==> config.mk <==
export PLATFORM = sky130hd
export DESIGN_NAME = mc_control_fsm
export DESIGN_NICKNAME = d
export VERILOG_FILES = /design/src/rtl/mc_control_fsm.sv
export SDC_FILE = /design/constraint.sdc
export NUM_CORES = 1
export LEC_CHECK = 0
export CORE_AREA = 4 4 41 43
export CTS_CLUSTER_DIAMETER = 50
export DETAILED_ROUTE_END_ITERATION = 16
export DIE_AREA = 0 0 45 47
export SLEW_MARGIN = 20
export SYNTH_ARGS = -nofsm -noshare
export SYNTH_HDL_FRONTEND = slang
export SYNTH_SLANG_ARGS = --single-unit
==> constraint.sdc <==
create_clock -name clk_i -period 2.7 [get_ports clk_i]
set_clock_uncertainty 0.2 [all_clocks]
set_input_delay 0.675 -clock clk_i [delete_from_list [all_inputs] [get_ports clk_i]]
set_output_delay 0.675 -clock clk_i [all_outputs]
set_load 0.02 [all_outputs]
==> src/rtl/mc_control_fsm.sv <==
// Multi-cycle RV32 main sequencer: FETCH/DECODE/EXECUTE/MEM/WRITEBACK plus TRAP.
// Optional build macro STALL_TIMEOUT_EN adds a memory-stall watchdog that traps.
module mc_control_fsm #(
  parameter int MEM_TIMEOUT = 255,
  parameter int TW          = 8
) (
  input  logic       clk_i,
  input  logic       rst_i,
  input  logic [2:0] op_class_i,
  input  logic       branch_taken_i,
  input  logic       mem_ready_i,
  output logic       mem_req_o,
  output logic       mem_we_o,
  output logic       mem_instr_o,
  output logic       ir_we_o,
  output logic       pc_we_o,
  output logic       pc_sel_o,
  output logic       rf_we_o,
  output logic [1:0] wb_sel_o,
  output logic       retire_o,
  output logic       trap_o,
  output logic [2:0] state_o
);

  typedef enum logic [2:0] {
    S_FETCH     = 3'd0,
    S_DECODE    = 3'd1,
    S_EXECUTE   = 3'd2,
    S_MEM       = 3'd3,
    S_WRITEBACK = 3'd4,
    S_TRAP      = 3'd5
  } state_e;

  typedef enum logic [1:0] {
    WB_ALU = 2'd0,
    WB_MEM = 2'd1,
    WB_PC4 = 2'd2
  } wb_sel_e;

  localparam logic [2:0] OP_ALU    = 3'd0;
  localparam logic [2:0] OP_LOAD   = 3'd1;
  localparam logic [2:0] OP_STORE  = 3'd2;
  localparam logic [2:0] OP_BRANCH = 3'd3;
  localparam logic [2:0] OP_JUMP   = 3'd4;
  localparam logic [2:0] OP_UPPER  = 3'd5;

  if (MEM_TIMEOUT >= (1 << TW)) begin : g_bad_tw
    $error("mc_control_fsm: TW too narrow for MEM_TIMEOUT");
  end

  state_e  state_q, state_d;
  logic    trap_q, trap_d;
  logic    stall_timeout;

`ifdef STALL_TIMEOUT_EN
  localparam logic [TW-1:0] TMO_MAX = TW'(MEM_TIMEOUT);
  logic [TW-1:0] tmo_q, tmo_d;
  assign stall_timeout = (tmo_q == TMO_MAX) && !mem_ready_i;
`else
  assign stall_timeout = 1'b0;
`endif

  always_comb begin
    state_d     = state_q;
    mem_req_o   = 1'b0;
    mem_we_o    = 1'b0;
    mem_instr_o = 1'b0;
    ir_we_o     = 1'b0;
    pc_we_o     = 1'b0;
    pc_sel_o    = 1'b0;
    rf_we_o     = 1'b0;
    retire_o    = 1'b0;
    case (op_class_i)
      OP_LOAD: wb_sel_o = WB_MEM;
      OP_JUMP: wb_sel_o = WB_PC4;
      default: wb_sel_o = WB_ALU;
    endcase

    case (state_q)
      S_FETCH: begin
        mem_req_o   = 1'b1;
        mem_instr_o = 1'b1;
        if (mem_ready_i) begin
          ir_we_o = 1'b1;
          pc_we_o = 1'b1;
          state_d = S_DECODE;
        end else if (stall_timeout) begin
          state_d = S_TRAP;
        end
      end
      S_DECODE: begin
        if (op_class_i > OP_UPPER) state_d = S_TRAP;
        else                       state_d = S_EXECUTE;
      end
      S_EXECUTE: begin
        case (op_class_i)
          OP_LOAD, OP_STORE: state_d = S_MEM;
          OP_BRANCH: begin
            pc_we_o  = branch_taken_i;
            pc_sel_o = 1'b1;
            retire_o = 1'b1;
            state_d  = S_FETCH;
          end
          // PC moves to the jump target here; the link value was captured earlier
          OP_JUMP: begin
            pc_we_o  = 1'b1;
            pc_sel_o = 1'b1;
            state_d  = S_WRITEBACK;
          end
          OP_ALU, OP_UPPER: state_d = S_WRITEBACK;
          default: state_d = S_TRAP;
        endcase
      end
      S_MEM: begin
        mem_req_o = 1'b1;
        mem_we_o  = (op_class_i == OP_STORE);
        if (mem_ready_i) begin
          if (op_class_i == OP_STORE) begin
            retire_o = 1'b1;
            state_d  = S_FETCH;
          end else begin
            state_d = S_WRITEBACK;
          end
        end else if (stall_timeout) begin
          state_d = S_TRAP;
        end
      end
      S_WRITEBACK: begin
        rf_we_o  = 1'b1;
        retire_o = 1'b1;
        state_d  = S_FETCH;
      end
      S_TRAP:  state_d = S_TRAP;
      default: state_d = S_TRAP;
    endcase

    // The reset cycle must not leak a write, request or retire into the datapath
    if (rst_i) begin
      mem_req_o   = 1'b0;
      mem_we_o    = 1'b0;
      mem_instr_o = 1'b0;
      ir_we_o     = 1'b0;
      pc_we_o     = 1'b0;
      pc_sel_o    = 1'b0;
      rf_we_o     = 1'b0;
      retire_o    = 1'b0;
      wb_sel_o    = WB_ALU;
    end

    trap_d = trap_q | (state_d == S_TRAP);
  end

`ifdef STALL_TIMEOUT_EN
  always_comb begin
    tmo_d = '0;
    if ((state_d == state_q) && mem_req_o && !mem_ready_i &&
        ((state_q == S_FETCH) || (state_q == S_MEM)))
      tmo_d = tmo_q + 1'b1;
  end

  always_ff @(posedge clk_i) begin
    if (rst_i) tmo_q <= '0;
    else       tmo_q <= tmo_d;
  end
`endif

  always_ff @(posedge clk_i) begin
    if (rst_i) begin
      state_q <= S_FETCH;
      trap_q  <= 1'b0;
    end else begin
      state_q <= state_d;
      trap_q  <= trap_d;
    end
  end

  assign trap_o  = trap_q;
  assign state_o = state_q;

endmodule

==> results of run 1 <==
## sequential cells by signal, summed over array words and instances, names as in the netlist
register / flops
state_o: 3
trap_o: 1
## worst min-delay path, cell delays in order (launching register included)
cell and delay, ns:
dfxtp_1 0.32, a21oi_1 0.04, nor2_1 0.07
## timing repair
item,CTS,global route
setup endpoints to repair,10,8
pin swaps,5,2
gates resized for setup,55,7
buffers inserted,1,0
## power by group through the flow
stage	clock network (W)	registers [W]	logic, W
floorplan	0	0.0000779	0.0000786
global placement	0	0.0000784	0.000146
detailed placement	0	0.0000786	0.000146
CTS	0.0000746	0.0000778	0.000143
global route	0.0000806	0.0000799	0.000158
finish	0.0000714	0.0000779	0.000146
## through the flow
step	cells	cell area [um2]	hold slack [ns]	TNS [ns]	worst slack [ns]
finish	102	744	0.270	-0.0447	-0.0447
global route	102	744	0.329	-0.0787	-0.0787
CTS	102	723	0.279	-0.0765	-0.0764
detailed placement	99	718	0.266	-5.41	-0.931
global placement	99	718	0.261	-5.48	-0.912
floorplan	57	433	0.370	-0.0877	-0.0877
## worst min path at each step
stage	to	slack, ns
floorplan	trap_o$_SDFF_PP0_	0.37
global placement	trap_o$_SDFF_PP0_	0.26
detailed placement	trap_o$_SDFF_PP0_	0.27
CTS	trap_o$_SDFF_PP0_	0.28
global route	trap_o$_SDFF_PP0_	0.33
finish	trap_o$_SDFF_PP0_	0.27
## per-layer routing
layer / vias to the layer above / track usage (%)
li1: 274 / -
met1: 235 / 20.9
met2: 14 / 21.2
met3: 0 / 5.75
met4: 0 / 3.51
met5: - / 0
## cell usage after synthesis, types with 2 or more instances
| library cell | count |
|---|---|
| nor2_1 | 6 |
| xor2_1 | 2 |
| clkbuf_1 | 3 |
| nor3b_1 | 2 |
| nor2b_1 | 3 |
| or3_1 | 2 |
| a21oi_1 | 4 |
| nand2_1 | 6 |
| nor3_1 | 3 |
| dfxtp_1 | 4 |
## layout make-up
type | count | area, um2 | share of cell area, %
multi-input combinational | 46 | 342 | 45.9
timing repair buffer | 33 | 278 | 37.3
sequential | 4 | 80.1 | 10.8
clock buffer | 3 | 22.5 | 3.03
tap | 15 | 18.8 | 2.52
inverter | 1 | 3.75 | 0.504
## cells by family after synthesis
kind of cell           count (synthesis)  share of synthesized area [%]
AO/OA/AOI/OAI                         14                           26.9
XOR/XNOR                               2                           4.28
buffers and inverters                  7                           8.56
flip-flops                             4                           19.6
AND/OR/NAND/NOR                       30                           40.7
==> results.toml, run 1 <==
[routing]
met3WireLength_um = 54
wl_met2_um = 611
ant_nets = 0
drt-met1-wl_um = 640
drc = 0
drt_iter0_drc = 4
wl_per_cell_um = 12.8
routed.top_layer = "met3"
via_per_inst = 5.13
vias = 523
drtPass1Iterations = 4
drt_wl_total_um = 1310

[power]
combPwrFrac_pct = 49.4
pwr-share-clk_pct = 24.2
power.total_w = 0.000295
irDropWorstVdd_uv = 244
swShare_pct = 36.1
p_sw_w = 0.000107
power_leakage_nw = 0.319
powerDensity_mw_per_mm2 = 397
pwr-share-seq_pct = 26.4
p_int_w = 0.000189

[critical_path]
r2r_end = "state_o[2]$_SDFF_PP0_"
cp.depth = 5
cp.required_ns = 1.82
arrival_ns = 1.87
crit_top_cell = "buf_6"
endpoint = "retire_o"
r2r_cells = 5
worstPathCellList = "buf_6 > or3b_4 > or3_4 > a221oi_4 > buf_6"
cp_top_family = "simple AND/OR/NAND/NOR gates"
ff2ff_setup_slack_ns = 0.98
worstSetupPathType = "in2out"
crit_slowest_cell = "or3b_4"
cp-end-kind = "output port"
crit_fanout = 2
critPathBufInv = 2
cpPeakStageDelay_ns = 0.38
cp-startpoint = "op_class_i[2]"
regToRegStartpoint = "state_o[2]$_SDFF_PP0_"
start_kind = "input port"

[timing]
worst_slack_ns = -0.0447
rsz0062_at_grt = "yes"
setup_violations = 1
final.min_clock_period_ns = 2.74
fmax_ghz = 0.364
final-hold-violation-count = 0
max_slew.worst_pin.slew_ns = 0.387
slew_violations = 0
slew-limit-headroom_pct = 74.1
timing.final.crit_share_pct = 102

[cts]
cts_tree = "built"
postCtsHoldBufs = 0
insertion_delay_ns = 0.23
cts.sinks = 4
cts-root-buf = "clkbuf_4"
clk_pin_slew_ns = 0.04
clock_path_buffers = 2
cts.htree.levels = 1
cts_buffers = 3

[final_layout]
drive_gt1_share_pct = 41.4
nets = 96
n_antenna_cell = 0
fillerInstances = 146
area_delta_synth_final_pct = 82.0
final_common_cell = "buf_4"
finish.utilization_pct = 57.2
final_cell_mix = "14 x buf_4, 6 x nand2_1, 5 x nor2_1, 5 x clkdlybuf4s50_1"

[synthesis]
synth_top_area_share_pct = 19.6
ys_seq_elements = 4
ys_seq_area_share_pct = 19.6
post_synth.cell_area_avg_um2 = 7.18
synthTopCellsByArea = "dfxtp_1 20%, nand2_1 5.5%, nor2_1 5.5%"
synth_warnings = 0
ys_types = 32
synth_nets = 64
synth_top_area_cell = "dfxtp_1"
synthesis.area_um2 = 409
ys_async_sr_fraction_pct = 0
synth_edf_count = 0
synth_top_flop_cell = "dfxtp_1"
synth_cells = 57

[min_path]
min-delay-start = "trap_o$_SDFF_PP0_"
worstHoldPathType = "reg2reg"
whs_path_depth = 2

[outcome]
status = "complete, but fails checks"
violations = "negative setup slack"

[flow_run]
max_cap_viol_count = 0

[placed_design]
io_buffers = 20
gp_congestion = 0.813
hpwl_um = 973

[floorplan]
die_area_mm2 = 0.00212
num_io_pins = 21
die_h_um = 47
rows = 13
die_x_um = 45
start_util_pct = 31.4
core_area_mm2 = 0.00130

[grt]
grt_usage_pct = 14.8
grt_overflow = 0
grt_pass1_vias = 530
antenna_found_initial = 0
grt_pass1_wl_um = 2290
grt_max_degree = 13
(Power assumes the default switching activity.)
==> inputs of run 2 (changes only) <==
- SKIP_CTS_REPAIR_TIMING: unset -> 1
- clock period: 2.7 -> 3.07 ns (I/O delays scaled with it)
==> run 2 against run 1 <==
The flow still finishes with violations (negative setup slack). Final area is 1.7% lower. Combinational power is 18% lower. Clock power is 12% lower. Die area stayed put. Sequential cell count stayed put. Via count is 0.76% higher. Critical path depth stayed put. Final cell count is 2.0% lower. Non-clock buffer count is 2 lower. First-iteration DRC count is 100% lower. Utilization is 0.96 points lower. Critical endpoint unchanged. Largest power group unchanged.
==> results.toml, run 2 (synthesized netlist as in run 1, its figures left out) <==
[timing]
timing.final.crit_share_pct = 109
final.min_clock_period_ns = 3.34
slew-limit-headroom_pct = 73.3
rsz0062_at_grt = "yes"
fmax_ghz = 0.300
worst_slack_ns = -0.265
setup_violations = 1
max_slew.worst_pin.slew_ns = 0.400
setup_tns_ns = -0.265
final-hold-violation-count = 0
slew_violations = 0

[critical_path]
worstSetupPathType = "in2out"
arrival_ns = 2.37
start_kind = "input port"
cp.required_ns = 2.10
crit_fanout = 2
cp-end-kind = "output port"

[power]
powerDensity_mw_per_mm2 = 343
power_leakage_nw = 0.385
irDropWorstVdd_uv = 215

[routing]
drt_iter0_drc = 0
drtPass1Iterations = 1
via_per_inst = 5.27
drt_wl_total_um = 1290
ant_nets = 0
vias = 527
drc = 0
wl_per_cell_um = 12.9

[final_layout]
final_cell_mix = "11 x buf_4, 8 x clkdlybuf4s50_1, 8 x dlymetal6s2s_1, 6 x nand2_1, 5 x nor2_1"
final_common_cell = "buf_4"
largest_reg_flops = 3
regArea_um2 = 80.1
multiInputGateArea_um2 = 312
fin_cells = 100
nets = 94
area_delta_synth_final_pct = 78.9
fillerInstances = 121
n_antenna_cell = 0
drive_gt1_share_pct = 30.6

[placed_design]
dp_slack_ns = -0.721
io_buffers = 20
dp_cells = 97
gp_congestion = 0.798
hpwl_um = 951

[cts]
clock_path_buffers = 2
cts.htree.levels = 1
cts-root-buf = "clkbuf_4"
cts_tree = "built"
insertion_delay_ns = 0.23
clk_pin_slew_ns = 0.03
cts.sinks = 4
cts_buffers = 3

[floorplan]
rows = 13
die_area_mm2 = 0.00212
start_util_pct = 31.4
die_h_um = 47
die_x_um = 45
core_area_mm2 = 0.00130
num_io_pins = 21

[grt]
grt_overflow = 0
antenna_found_initial = 0
grt_pass1_vias = 527
grt_usage_pct = 13.5
grt_pass1_wl_um = 2130
grt_max_degree = 13

[outcome]
status = "complete, but fails checks"
violations = "negative setup slack"

[flow_run]
max_cap_viol_count = 0

[min_path]
worstHoldPathType = "reg2reg"
==> run 2: cell count changes in the layout (fill, tap and decap cells not counted), sizes merged <==
cell           change
buf                -8
dlymetal6s2s       +7
clkdlybuf4s50      +3
dlygate4sd1        -2
dlygate4sd2        -2
clkbuf             +1
clkdlybuf4s15      -1
==> run 2: path summary, 6_finish.rpt <==
path | from | end | slack [ns] | cells past startpoint
max | op_class_i[1] | retire_o | -0.27 | 5
min | trap_o$_SDFF_PP0_ | trap_o$_SDFF_PP0_ | 0.27 | 2
max reg2reg | state_o[2]$_SDFF_PP0_ | state_o[2]$_SDFF_PP0_ | 1.41 | 5
min reg2reg | trap_o$_SDFF_PP0_ | trap_o$_SDFF_PP0_ | 0.27 | 2
==> run 2: critical path, cell delays in order <==
cell,delay (ns)
clkdlybuf4s50_1,0.47
or3b_1,0.36
or3_4,0.38
a221oi_2,0.22
buf_4,0.18
==> run 2: final cells by class <==
cell class	count	share of cell area, %
Timing Repair Buffer	31	40.3
Clock buffer	3	3.08
Tap cell	15	2.56
Multi-Input combinational cell	46	42.6
Inverter	1	0.513
Sequential cell	4	10.9
==> run 2: report_power, final <==
group	leakage [nW]	total, W	switching (W)	internal, W
combinational	0.338	0.000120	0.0000598	0.0000600
sequential	0.0328	0.0000683	0.0000106	0.0000577
clock	0.0138	0.0000630	0.0000194	0.0000436
total	0.385	0.000251	0.0000898	0.000161
==> run 2: metal layers <==
metal | track usage [%] | part of all wire (%)
met1 | 17.0 | 46
met2 | 21.2 | 49
met3 | 5.75 | 5.4
met4 | 3.51 | 0
met5 | 0 | 0
==> run 2: through the flow <==
step,total power [W],hold slack [ns],utilization [%],area [um2]
floorplan,0.000132,0.370,-,409
global placement,0.000188,0.256,52.2,679
detailed placement,0.000188,0.262,52.2,679
CTS,0.000254,0.275,53.9,702
global route,0.000270,0.333,56.3,732
finish,0.000251,0.268,56.3,732
